<file path="config.mk">
export PLATFORM = sky130hd
export DESIGN_NAME = evr_v2_time_stamp_generator
export DESIGN_NICKNAME = d
export VERILOG_FILES = /design/src/rtl/evr_v2_time_stamp_generator.sv
export SDC_FILE = /design/constraint.sdc
export NUM_CORES = 1
export LEC_CHECK = 0
export BUFFER_PORTS_ARGS = -buffer_cell sky130_fd_sc_hd__buf_4
export CAP_MARGIN = 20
export CORE_AREA = 2 2 185 187
export CTS_BUF_LIST = sky130_fd_sc_hd__clkbuf_16
export DETAILED_ROUTE_END_ITERATION = 7
export DIE_AREA = 0 0 187 189
export PLACE_DENSITY = 0.87
export SLEW_MARGIN = 20
export SYNTH_ARGS = -nofsm -noshare
export SYNTH_HDL_FRONTEND = slang
export SYNTH_SLANG_ARGS = --single-unit
</file>
<file path="constraint.sdc">
create_clock -name Clock -period 11.4 [get_ports Clock]
set_input_delay 0.57 -clock Clock [delete_from_list [all_inputs] [get_ports Clock]]
set_output_delay 0.57 -clock Clock [all_outputs]
set_load 0.05 [all_outputs]
</file>
<file path="src/rtl/evr_v2_time_stamp_generator.sv">
// Seconds/sub-second time-of-day counter with optional PPS discipline,
// deferred seconds load, sticky PPS alignment error and per-channel stamp capture.
module evr_v2_time_stamp_generator #(
  parameter longint unsigned TICKS_PER_SEC = 330556,
  parameter int unsigned     SEC_WIDTH     = 32,
  parameter int unsigned     FRAC_WIDTH    = 32,
  parameter int unsigned     NUM_LATCH     = 4
) (
  input  logic                                          Clock,
  input  logic                                          Reset,
  input  logic                                          SyncMode,
  input  logic                                          PpsIn,
  input  logic                                          SecLoadValid,
  input  logic [SEC_WIDTH-1:0]                          SecLoadValue,
  input  logic                                          ErrClear,
  input  logic [NUM_LATCH-1:0]                          Latch,
  output logic [SEC_WIDTH+FRAC_WIDTH-1:0]               TimeStamp,
  output logic                                          SecPending,
  output logic                                          PpsErr,
  output logic [NUM_LATCH*(SEC_WIDTH+FRAC_WIDTH)-1:0]   LatchStamp,
  output logic [NUM_LATCH-1:0]                          LatchValid
);

  localparam int unsigned             TS_W     = SEC_WIDTH + FRAC_WIDTH;
  localparam logic [FRAC_WIDTH-1:0]   FRAC_MAX = FRAC_WIDTH'(TICKS_PER_SEC - 1);

  logic [FRAC_WIDTH-1:0]        r_frac_p0;
  logic [SEC_WIDTH-1:0]         r_sec_p0;
  logic [SEC_WIDTH-1:0]         r_pend_val_p0;
  logic                         r_pend_p0;
  logic                         r_pps_err_p0;
  logic [TS_W-1:0]              r_ts_p1;
  logic [NUM_LATCH*TS_W-1:0]    r_latch_stamp_p2;
  logic [NUM_LATCH-1:0]         r_latch_vld_p2;

  logic w_pps;
  logic w_at_max;
  logic w_boundary;
  logic w_pps_off;

  function automatic logic [SEC_WIDTH-1:0] next_sec(input logic                 pend,
                                                    input logic [SEC_WIDTH-1:0] pend_val,
                                                    input logic [SEC_WIDTH-1:0] sec);
    next_sec = pend ? pend_val : sec + SEC_WIDTH'(1);
  endfunction

  assign w_pps      = SyncMode & PpsIn;
  assign w_at_max   = (r_frac_p0 == FRAC_MAX);
  assign w_boundary = w_at_max | w_pps;
  // A PPS landing exactly on the natural rollover is the same boundary, not an error.
  assign w_pps_off  = w_pps & ~w_at_max;

  // Stage p0: time-of-day counter, pending seconds and PPS error flag
  always_ff @(posedge Clock or posedge Reset) begin
    if (Reset) begin
      r_frac_p0     <= '0;
      r_sec_p0      <= '0;
      r_pend_val_p0 <= '0;
      r_pend_p0     <= 1'b0;
      r_pps_err_p0  <= 1'b0;
    end else begin
      if (w_boundary) begin
        r_frac_p0 <= '0;
        r_sec_p0  <= next_sec(r_pend_p0, r_pend_val_p0, r_sec_p0);
      end else begin
        r_frac_p0 <= r_frac_p0 + FRAC_WIDTH'(1);
      end
      // A load coincident with a boundary survives as the new pending value.
      if (SecLoadValid) begin
        r_pend_p0     <= 1'b1;
        r_pend_val_p0 <= SecLoadValue;
      end else if (w_boundary) begin
        r_pend_p0 <= 1'b0;
      end
      if (w_pps_off) begin
        r_pps_err_p0 <= 1'b1;
      end else if (ErrClear) begin
        r_pps_err_p0 <= 1'b0;
      end
    end
  end

  // Stage p1: registered time stamp
  always_ff @(posedge Clock or posedge Reset) begin
    if (Reset) begin
      r_ts_p1 <= '0;
    end else begin
      r_ts_p1 <= {r_sec_p0, r_frac_p0};
    end
  end

  // Stage p2: per-channel capture of the registered stamp
  always_ff @(posedge Clock or posedge Reset) begin
    if (Reset) begin
      r_latch_stamp_p2 <= '0;
      r_latch_vld_p2   <= '0;
    end else begin
      for (int i = 0; i < int'(NUM_LATCH); i++) begin
        if (Latch[i]) begin
          r_latch_stamp_p2[i*TS_W +: TS_W] <= r_ts_p1;
        end
      end
      r_latch_vld_p2 <= Latch;
    end
  end

  assign TimeStamp  = r_ts_p1;
  assign SecPending = r_pend_p0;
  assign PpsErr     = r_pps_err_p0;
  assign LatchStamp = r_latch_stamp_p2;
  assign LatchValid = r_latch_vld_p2;

endmodule

</file>
* After elaboration in Yosys (flattened, before gate mapping) *
Index checks and enable logic that the tools add are counted.

storage, ports and cells
  register bits after elaboration = 422
  bits of input ports = 42
  output and inout bits = 326
  word-level logic and storage cells = 26

cells by class
  add/subtract/negate cells = 2
  equality and inequality tests = 1
  multiplexer cells = 6
  bitwise logic cells = 4
  reduce and logical (&&, ||, !) cells = 2

operator list
  cell                                                   count
  adder 32 x 1 -> 32 bit, second input constant          2
  two-way mux 32 bit                                     2
  equality test 32 x 19 -> 1 bit, second input constant  1
  two-way mux 1 bit                                      4
  nonzero test 2 bit                                     2
  AND 1 bit                                              2
  inverter 1 bit                                         1
  bitwise OR 1 bit                                       1

* Longest topological paths before layout *
Gate-level depths: netlist of run 1.

  word-level depth = 4
  depth in mapped cells = 8
  depth with buffers taken out = 6

* Least setup slack after synthesis of run 1 *
Ideal clock, no wire load.

  path kind = register -> register
  from = register r_sec_p0[0]
  to = register r_sec_p0[26]
  library setup time = 132 ps
  data arrival time = 1662 ps
  slack = 9606 ps
  stages on the path, launching flop included = 7
  buffers on the path = 0
  period minus slack after synthesis = 1794 ps
  cells stage by stage = dfrtp_1 ha_1 nand3_1 nor3_1 nand3_1 o32ai_1 a211oi_1

between the ends
  longest elaborated chain between the ends = 2

ends and longest elaborated chain
  element                   RTL line  text
  start: declaration        28        logic [SEC_WIDTH-1:0] r_sec_p0;
  start signal: assignment  64        r_sec_p0 <= next_sec(r_pend_p0, r_pend_val_p0, r_sec_p0);
  adder 32 x 1 -> 32 bit    44        next_sec = pend ? pend_val : sec + SEC_WIDTH'(1);
  two-way mux 32 bit        44

Every way passes these cells.
A chain may end at the register's enable or synchronous reset.

* Worst setup path after layout of run 1 *
  from = register r_frac_p0[0]
  to = register r_sec_p0[16]

between the ends
  longest elaborated chain between the ends = 2

ends and longest elaborated chain
  element                         RTL line  text
  start: declaration              27        logic [FRAC_WIDTH-1:0] r_frac_p0;
  start signal: assignment        66        r_frac_p0 <= r_frac_p0 + FRAC_WIDTH'(1);
  equality test 32 x 19 -> 1 bit  48        assign w_at_max = (r_frac_p0 == FRAC_MAX);
  bitwise OR 1 bit                49        assign w_boundary = w_at_max | w_pps;

Every way passes these cells.

==> results.md, run 1 <==
- Dpl hpwl: about 26 mm
- Req. time, crit path: 11820 ps
- Largest net degree at the start of global routing: about 190
- Grt ovf: 0
- Worst vdd ir: around 0.00013 V
- Top-count cell post-synth: dfrtp_1
- Post-synth EDFFs: 0
- RSZ-0062 raised after global routing: false
- Ys async rst share: 1.00
- Starting Density: 0.483
- IO Pins: 368
- Max cap viols: 0
- Rel. slew slack: 0.300
- Post-synth top area cell: dfrtp_1
- CP Capture Type: flop
- Post-route minimum period: approximately 2700 ps
- P_int: slightly below 3000 uW
- Skew-Pair Late Insertion Delay: roughly 540 ps
- FP Rows: 67
- Final hold violation count: 0
- CTS tree: yes
- Drt drc: 0
- Die Wd: between 150 and 200 um
- Commonest cells in the netlist: dfrtp_1 (422), mux2_2 (287), nor2_1 (54)
- Clock share of power: 0.320
- Routed Antenna Nets: 0
- Setup violators final: 0
- Reg2reg path depth: 7
- Pwr Density: around 220 nW/um^2
- Setup slack at placement: around 7600 ps
- CP arrival: about 3200 ps
- WL final: a little under 40 mm
- Diode count: 0
- Global routing usage on met3: 0.0473
- Pleak: about 0.0099 uW
- Layer with the highest usage: met2
- Synthesized cell area: about 16000 um^2
- Avg Inst Size Synth: ~14 um^2
- Highest Clock Rate: 0.365 GHz
- Share of post-route cells with drive strength above 1: 0.488
- Final clock skew: between 20 and 25 ps
- Mapped Cells: about 1100
- Mapped Nets: 1158
- Fin nets: roughly 1500
- Met2 usage: 0.382
- Dominant synthesized flop cell: dfrtp_1
- Hold Path Class: input pin to async pin
- Switching Share: 0.344
- Routability cong.: just over 0.8
- Period utilisation layout: 0.241
- Initial antenna violation count: 0
- CTS sink count: 422
- Gr usage total: 0.218
- First-pass GRT wire length: 61.6 mm
- IO buf count: ~370
- CTS clk-pin slew, worst paths: approximately 60 ps
- GR Util met1: 0.276
- Layout area overhead: 28.5%
- Register area share after synthesis: 0.657
- Core area: 33300 um^2
- Synth warnings: 0
- Slew Viols, Final: 0
- Top cells by area in the synthesized netlist: dfrtp_1 (66%), mux2_2 (20%), xnor2_1 (1.4%)
- Actual slew at the worst max-slew pin: around 1000 ps
- Unique masters post-synth: between 50 and 60
- Wire per inst: 20.0 um
- CTS Hold Bufs: 0
- Flops & latches, synth: 422
- Setup WS post-layout: just under 9000 ps
- Critical-path maximum fanout: 58
- Vias in the first global route: 10800
- Vias: roughly 11000
- Yosys top cell area share: 0.657
- Sequential Power Share: 0.419
- Vias per cell: 5.47
- Die H: around 190 um
- First DRT Iteration DRCs: a little over 700
- Total iterations of the first detailed-routing run: 7
- Comb power frac: 0.261
- Setup TNS: 0 ps
- Total power: between 4000 and 5000 uW
- Max Buffers Root-to-Sink: 3
- CP startpoint kind: flop
- Switch Pwr: 1540 uW
- Crit path kind: flop to flop
- Clk root buf: clkbuf_16
- Run status: complete, no violations
- Post-CTS sizing: 0
- Post-CTS setup buffer count: 0
- Die area: about 35000 um^2
- CTS buffer count: 43
- H-tree Lvls: 2
-- registers in the layout (all words and copies together), names as in the netlist --
signal         flops
r_sec_p0          32
PpsErr             1
TimeStamp         64
r_pend_val_p0     32
r_frac_p0         32
SecPending         1
LatchStamp       256
LatchValid         4
-- cell usage in the layout (no fill, tap or decap), types with 17 or more instances in the layout --
cell,netlist,routed
xnor2_1,26,26
a21oi_1,29,29
clkbuf_16,0,45
nor3_1,18,18
buf_4,0,371
nand2_1,32,32
o21ai_0,34,34
nand4_1,17,17
dfrtp_1,422,422
nor2_1,54,54
mux2_2,287,287
nand3_1,26,26
-- power groups by stage --
stage               sequential [uW]  clock, uW  combinational, uW
floorplan                      2420          0                243
CTS                            1880       1460               1180
detailed placement             1900          0               1180
global placement               1890          0               1150
finish                         1880       1430               1170
global route                   1910       1520               1210
-- layout make-up --
class / count / area [um^2]
fill: 2425 / 12600
sequential: 422 / 10600
multi-input combinational: 624 / 5250
timing repair buffer: 373 / 2820
clock buffer: 45 / 1130
tap: 448 / 561
clock inverter: 30 / 313
inverter: 7 / 30.0
-- final timing paths --
| kind | from | endpoint | slack (ps) |
|---|---|---|---|
| setup / recovery | r_frac_p0[0] | r_sec_p0[16] | 8660 |
| hold / removal | Reset | LatchStamp[30] | 60 |
| setup reg to reg | r_frac_p0[0] | r_sec_p0[16] | 8660 |
| hold reg to reg | r_frac_p0[1] | TimeStamp[1] | 410 |
| max in group asynchronous | Reset | TimeStamp[43] | 8720 |
| min in group Clock | SecLoadValue[0] | r_pend_val_p0[0] | 260 |
-- worst max-delay path, cell delays in order (launching register included) --
cell and delay, ps:
dfrtp_1 390, ha_1 250, nor4b_1 260, nand4_1 250, o21ai_4 380, buf_4 570
o21ai_0 210, a22o_1 280
-- logic make-up after synthesis --
kind of cell | Yosys count | share of synthesized area
AOI/OAI and AO/OA | 106 | 0.0404
xor gates and xnor gates | 29 | 0.0158
adders and majority gates | 2 | 0.00156
buffers and inverters | 68 | 0.0170
DFF | 422 | 0.657
muxes | 289 | 0.202
and+or+nand+nor | 198 | 0.0659
-- per-stage QoR --
stage | area [um^2] | utilization | std cells | hold WS, ps
floorplan | 16100 | - | 1114 | 353
global placement | 19200 | 0.577 | 1874 | 375
detailed placement | 19200 | 0.577 | 1874 | 393
CTS | 20700 | 0.621 | 1949 | 37.3
global route | 20700 | 0.621 | 1949 | 75.8
finish | 20700 | 0.621 | 1949 | 58.0
-- routing by layer --
layer,wire [um],up-vias
met3,2710,66
li1,-,4690
met5,0,-
met4,834,0
met1,15400,5454
met2,20000,452
Note: power is estimated with default switching activity, not from simulation.
==> run 2, diff against run 1 <==
- CORE_AREA: 2 2 185 187 -> 2 2 176 178
- DIE_AREA: 0 0 187 189 -> 0 0 178 180
- PLACE_DENSITY: 0.87 -> 0.91
- clock period: 11.4 -> 2.65 ns (I/O delays scaled with it)
==> run 2 against run 1 <==
Effect of this change: core utilization up 7.5 points; clock skew shrank 3.2 ps; clock-buffer cell count shrank 2; sequential share of layout area down 0.85 points; global-route usage rose by 4.0 points; register-to-register slack worse by 8300 ps; clock power rose to 3.9 times the previous value; fmax increased by 21%; critical path depth fell by 1; setup slack worse by 8300 ps; first-iteration DRC count up 10%; critical endpoint is now r_sec_p0[31]; largest power group unchanged.
==> results.md, run 2 (synthesis gave the netlist of run 1 again) <==
- Hold Path End: PpsErr
- Rel. slew slack: 0.339 (+0.0386)
- CTS clk-pin slew, worst paths: 60 ps (about the same)
- Gr usage total: 0.258 (+0.0400)
- Initial antenna violation count: 1 (+1)
- Wire per inst: 21.3 um (+6.7%)
- Final hold violation count: 0 (unchanged)
- Worst vdd ir: 0.000789 V (+490%)
- Crit path max-delay family: simple AND/OR/NAND/NOR gates
- IO Pins: 368 (unchanged)
- Launch point of the worst reg-to-reg path: r_frac_p0[1]
- R2r setup slk: 380 ps (-8270 ps)
- RSZ-0062 raised after global routing: false
- Share of post-route cells with drive strength above 1: 0.482 (-0.00641)
- Layout area overhead: 30.7%
- Pleak: 0.0101 uW (+2.1%)
- Run status: complete, no violations
- FF-to-FF End: r_sec_p0[31]
- FP Rows: 64 (-4.5%)
- Actual slew at the worst max-slew pin: 992 ps (-57.9 ps)
- Critical-path maximum fanout: 16 (-72%)
- Post-CTS sizing: 0 (unchanged)
- Vias: 11000 (+3.5%)
- Slew Viols, Final: 0 (unchanged)
- Final cell count without fillers: 1947 (-0.10%)
- Dpl hpwl: 27.1 mm (+4.9%)
- Vias in the first global route: 11400 (+5.1%)
- Die H: 180 um (-4.8%)
- Routed Antenna Nets: 0 (unchanged)
- Period utilisation layout: 0.856 (+0.615)
- Core area: 30200 um^2 (-9.3%)
- Largest net degree at the start of global routing: 102 (-45%)
- Grt ovf: 0 (unchanged)
- Req. time, crit path: 3110 ps (-8710 ps)
- CP startpoint kind: flop
- Post-CTS setup buffer count: 0 (unchanged)
- CTS sink count: 422 (unchanged)
- Critical-path cell list: ha_1 -> nor4b_1 -> nand4_1 -> o21a_1 -> or4_1 -> nand3_1
- Setup WS post-layout: 383 ps (-8270 ps)
- Crit path kind: flop to flop
- CTS tree: yes
- Hold WS: 69.2 ps (+11.2 ps)
- Commonest non-fill, non-tap cell in the layout: dfrtp_1
- Reg2reg path depth: 6 (-1)
- Placed cell count: 1838 (-1.9%)
- WL final: 41.5 mm (+6.6%)
- Max Buffers Root-to-Sink: 3 (unchanged)
- Die Wd: 178 um (-4.8%)
- Setup violators final: 0 (unchanged)
- Crit path buffers/inverters: 0 (-1)
- Hold Path Class: input pin to flop
- First-pass GRT wire length: 64.9 mm (+5.3%)
- Fin nets: 1566 (+3.4%)
- Total power: 18800 uW (+320%)
- Setup slack at placement: 459 ps (-7180 ps)
- CP max-delay cell: or4_1
- CTS buffer count: 42 (-2.3%)
- Min-delay src: PpsIn
- Hold path depth: 3
- Clk root buf: clkbuf_16
- Max incr delay on CP: 530 ps (-40 ps)
- Starting Density: 0.532 (+0.0495)
- Drt drc: 0 (unchanged)
- First DRT Iteration DRCs: 786 (+10%)
- CP arrival: 2720 ps (-440 ps)
- IO buf count: 367 (unchanged)
- Largest register FFs: 256 (unchanged)
- Max cap viols: 0 (unchanged)
- Post-route minimum period: 2270 ps (-475 ps)
- Vias per cell: 5.67 (+3.6%)
- Total iterations of the first detailed-routing run: 5 (-2)
- Routability cong.: 0.861 (+4.7%)
- CP Capture Type: flop
- Die area: 32000 um^2 (-9.3%)
- Skew-Pair Late Insertion Delay: 540 ps (about the same)
- Highest Clock Rate: 0.441 GHz (+21%)
- Most frequent cells in the layout: dfrtp_1 (422), buf_4 (379), mux2_2 (287)
- H-tree Lvls: 2 (unchanged)
- Final clock skew: 18.0 ps (-3.16 ps)
- Pwr Density: 894 nW/um^2 (+310%)
==> run 2: report_power, final <==
part           internal, uW  total [uW]  switching, uW
clock                  3130        5540           2410
sequential             7310        8090            780
combinational          1650        5150           3500
total                 12100       18800           6690
==> run 2: per-layer routing <==
layer | vias up | track usage | wire [um] | share of wire
met2 | 503 | 0.448 | 21200 | 0.51
met3 | 107 | 0.0480 | 3030 | 0.073
met4 | 0 | 0.0862 | 1350 | 0.032
met1 | 5615 | 0.325 | 15900 | 0.38
met5 | - | 0 | 0 | 0
li1 | 4806 | - | - | -
==> run 2: repair_timing <==
action	4_1_cts	5_1_grt
hold buffers	36	0
hold endpoints to repair	55	0
endpoints found under the setup margin	0	0
==> run 2: cell type report <==
type                            instances  area [um^2]
Sequential cell                       422        10600
Timing Repair Buffer                  425         3410
Inverter                                7         30.0
Multi-Input combinational cell        624         5250
Antenna cell                            1         2.50
Clock inverter                         29          186
Fill cell                            1971         9180
Clock buffer                           43         1080
Tap cell                              396          495
==> run 2: worst max path at each step <==
stage	startpoint	end	slack (ps)	cells after the start
3_5_place_dp	r_frac_p0[0]	r_sec_p0[31]	460	6
6_report	r_frac_p0[1]	r_sec_p0[31]	380	6
2_1_floorplan	Reset	LatchStamp[0]	-3180	1
3_3_place_gp	r_frac_p0[0]	r_sec_p0[31]	450	6
4_1_cts	r_frac_p0[1]	r_sec_p0[31]	410	6
5_1_grt	r_frac_p0[0]	r_sec_p0[5]	170	7
==> run 2: tightest hold or removal path, stage by stage <==
cell	delay [ps]
buf_4	100
nand2_1	190
o22ai_1	120
==> run 2: metrics by stage <==
stage	instance area, um^2	utilization	setup TNS, ps
6_report	21000	0.696	0
5_1_grt	21000	0.696	0
4_1_cts	21000	0.696	0
3_5_place_dp	19400	0.642	0
3_3_place_gp	19400	0.642	0
2_1_floorplan	16100	-	-1340260
==> run 3, diff against run 2 <==
- CORE_AREA: 2 2 176 178 -> 2 2 203 155
- DIE_AREA: 0 0 178 180 -> 0 0 205 157
==> run 3 against run 2 <==
Effect of this change: clock-buffer cell count unchanged; largest cell class unchanged; final cell count fell by 0.21%; design area fell by 0.20%; first-iteration DRC count rose by 26%; fmax up 2.2%; total power is 1.1% higher; sequential power grew 0.6%; register-to-register slack better by 50 ps; sequential share of layout area rose by 0.099 points.
==> results.md, run 3 (synthesis gave the netlist of run 1 again) <==
- Run status: complete, no violations
- Die Wd: 205 um (+15%)
- Vias in the first global route: 11300 (-0.38%)
- Final clock skew: 15.9 ps (-2.11 ps)
- Dpl hpwl: 27.0 mm (about the same)
- Layout fillers: 1907 (-3.2%)
- GR Util met1: 0.364 (+0.0397)
- Hold Path Class: input pin to flop
- RSZ-0062 raised after global routing: false
- IO Pins: 368 (unchanged)
- H-tree Lvls: 2 (unchanged)
- CP Capture Type: flop
- CP max-delay cell: dfrtp_1
- Skew-Pair Late Insertion Delay: 530 ps (about the same)
- CTS buffer count: 41 (-2.4%)
- Commonest non-fill, non-tap cell in the layout: dfrtp_1
- Max incr delay on CP: 440 ps (-90 ps)
- Final hold violation count: 0 (unchanged)
- Drt drc: 0 (unchanged)
- Layer with the highest usage: met2
- Core area: 30000 um^2 (-0.61%)
- Largest net degree at the start of global routing: 103 (+0.98%)
- Wire per inst: 21.8 um (+2.1%)
- Multi-input combinational cell area: 5250 um^2 (unchanged)
- Gr usage total: 0.261 (+0.00273)
- Crit path kind: flop to flop
- Global routing usage on met3: 0.0532 (+0.00520)
- Routed Antenna Nets: 0 (unchanged)
- Vias: 11100 (+0.64%)
- CTS sink count: 422 (unchanged)
- Fin nets: 1560 (-0.38%)
- Highest Clock Rate: 0.451 GHz (+2.2%)
- IO buf count: 367 (unchanged)
- Actual slew at the worst max-slew pin: 1050 ps (+56.6 ps)
- Clk root buf: clkbuf_16
- Share of post-route cells with drive strength above 1: 0.477 (-0.00494)
- CP arrival: 2640 ps (-80 ps)
- Critical-path cell list: nor4b_1 -> nand4_1 -> o21ai_4 -> buf_12 -> o21ai_0 -> a22o_1
- CTS tree: yes
- Die H: 157 um (-13%)
- Slew Viols, Final: 0 (unchanged)
- Setup violators final: 0 (unchanged)
- Total iterations of the first detailed-routing run: 7 (+2)
- Crit path max-delay family: simple AND/OR/NAND/NOR gates
- CTS clk-pin slew, worst paths: 60 ps (about the same)
- Most frequent cells in the layout: dfrtp_1 (422), buf_4 (378), mux2_2 (287)
- Final core occ: 0.699 (+0.00292)
- First DRT Iteration DRCs: 994 (+26%)
- Met2 usage: 0.409 (-0.0382)
- Worst vdd ir: 0.000879 V (+11%)
- Routability cong.: 0.879 (+2.1%)
- FF+latch area: 10600 um^2 (unchanged)
- Grt ovf: 0 (unchanged)
- FP Rows: 55 (-14%)
- Rel. slew slack: 0.301 (-0.0377)
- First-pass GRT wire length: 65.1 mm (+0.40%)
- Pwr Density: 906 nW/um^2 (+1.3%)
- Crit path buffers/inverters: 1 (+1)
- Post-route minimum period: 2220 ps (-49.3 ps)
- CP startpoint kind: flop
- Pleak: 0.0100 uW (-0.43%)
- Max cap viols: 0 (unchanged)
- Critical-path maximum fanout: 58 (+42)
- Starting Density: 0.536 (+0.00329)
- Cell area after layout: 21000 um^2 (-0.20%)
- Placed cell count: 1836 (-0.11%)
- Req. time, crit path: 3070 ps (-40 ps)
- Post-CTS setup buffer count: 0 (unchanged)
- Max Buffers Root-to-Sink: 3 (unchanged)
- Initial antenna violation count: 1 (unchanged)
- Setup slack at placement: 378 ps (-81.1 ps)
- WL final: 42.3 mm (+1.9%)
- Largest register FFs: 256 (unchanged)
- Setup WS post-layout: 432 ps (+49.3 ps)
- Period utilisation layout: 0.837 (-0.0186)
- Die area: 32200 um^2 (+0.45%)
- Final cell count without fillers: 1943 (-0.21%)
- Layout area overhead: 30.4%
- Vias per cell: 5.71 (+0.85%)
- DP Area: 19300 um^2 (-0.43%)
## run 3: changes by cell type in the layout (fill, tap and decap cells not counted), moves of 2 or more
cell	before	now
buf_12	10	6
clkinv_1	5	7
bufinv_16	2	4
clkinv_2	12	1
inv_1	14	16
clkinvlp_4	1	4
## run 3: final timing paths
path / start / to / slack (ps) / cells after the start
max in group asynchronous: Reset / LatchStamp[238] / 1430 / 4
setup / recovery: r_frac_p0[7] / r_sec_p0[22] / 430 / 6
hold / removal: SecLoadValid / r_pend_val_p0[0] / 100 / 3
min in group asynchronous: Reset / LatchStamp[94] / 210 / 3
setup reg to reg: r_frac_p0[7] / r_sec_p0[22] / 430 / 6
hold reg to reg: r_frac_p0[1] / TimeStamp[1] / 420 / 0
## run 3: per-stage QoR
stage | setup TNS (ps) | hold WS (ps) | power, uW
after floorplan | -1340260 | 164 | 11500
after global placement | 0 | 202 | 13100
after detailed placement | 0 | 203 | 13200
after CTS | 0 | 74.9 | 19000
after global routing | 0 | 114 | 19600
final | 0 | 103 | 19000
## run 3: worst register-to-register path, stage by stage (launching register included)
cell and delay [ps]:
dfrtp_1 440, nor4b_1 440, nand4_1 290, o21ai_4 250, buf_12 290, o21ai_0 160, a22o_1 250
## run 3: timing repair
action | 4_1_cts | 5_1_grt
hold buffers | 36 | 0
resized for setup | 0 | 0
setup endpoints to repair | 0 | 0
hold endpoints to repair | 50 | 0
## run 3: report_power, final
group | switching (uW) | internal (uW)
registers | 830 | 7310
logic | 3480 | 1630
clock network | 2430 | 3310
## run 3: layer usage
metal / part of all wire / wire length [um] / vias up
li1: - / - / 4804
met1: 0.42 / 17900 / 5657
met2: 0.47 / 19900 / 536
met3: 0.077 / 3240 / 105
met4: 0.030 / 1270 / 0
met5: 0 / 0 / -
## run 3: final cells by class
cell class	instances	share of cell area
Sequential cell	422	0.504
Multi-Input combinational cell	624	0.250
Timing Repair Buffer	420	0.158
Clock buffer	43	0.0513
Tap cell	399	0.0238
Clock inverter	27	0.0109
Inverter	7	0.00143
Antenna cell	1	0.000119
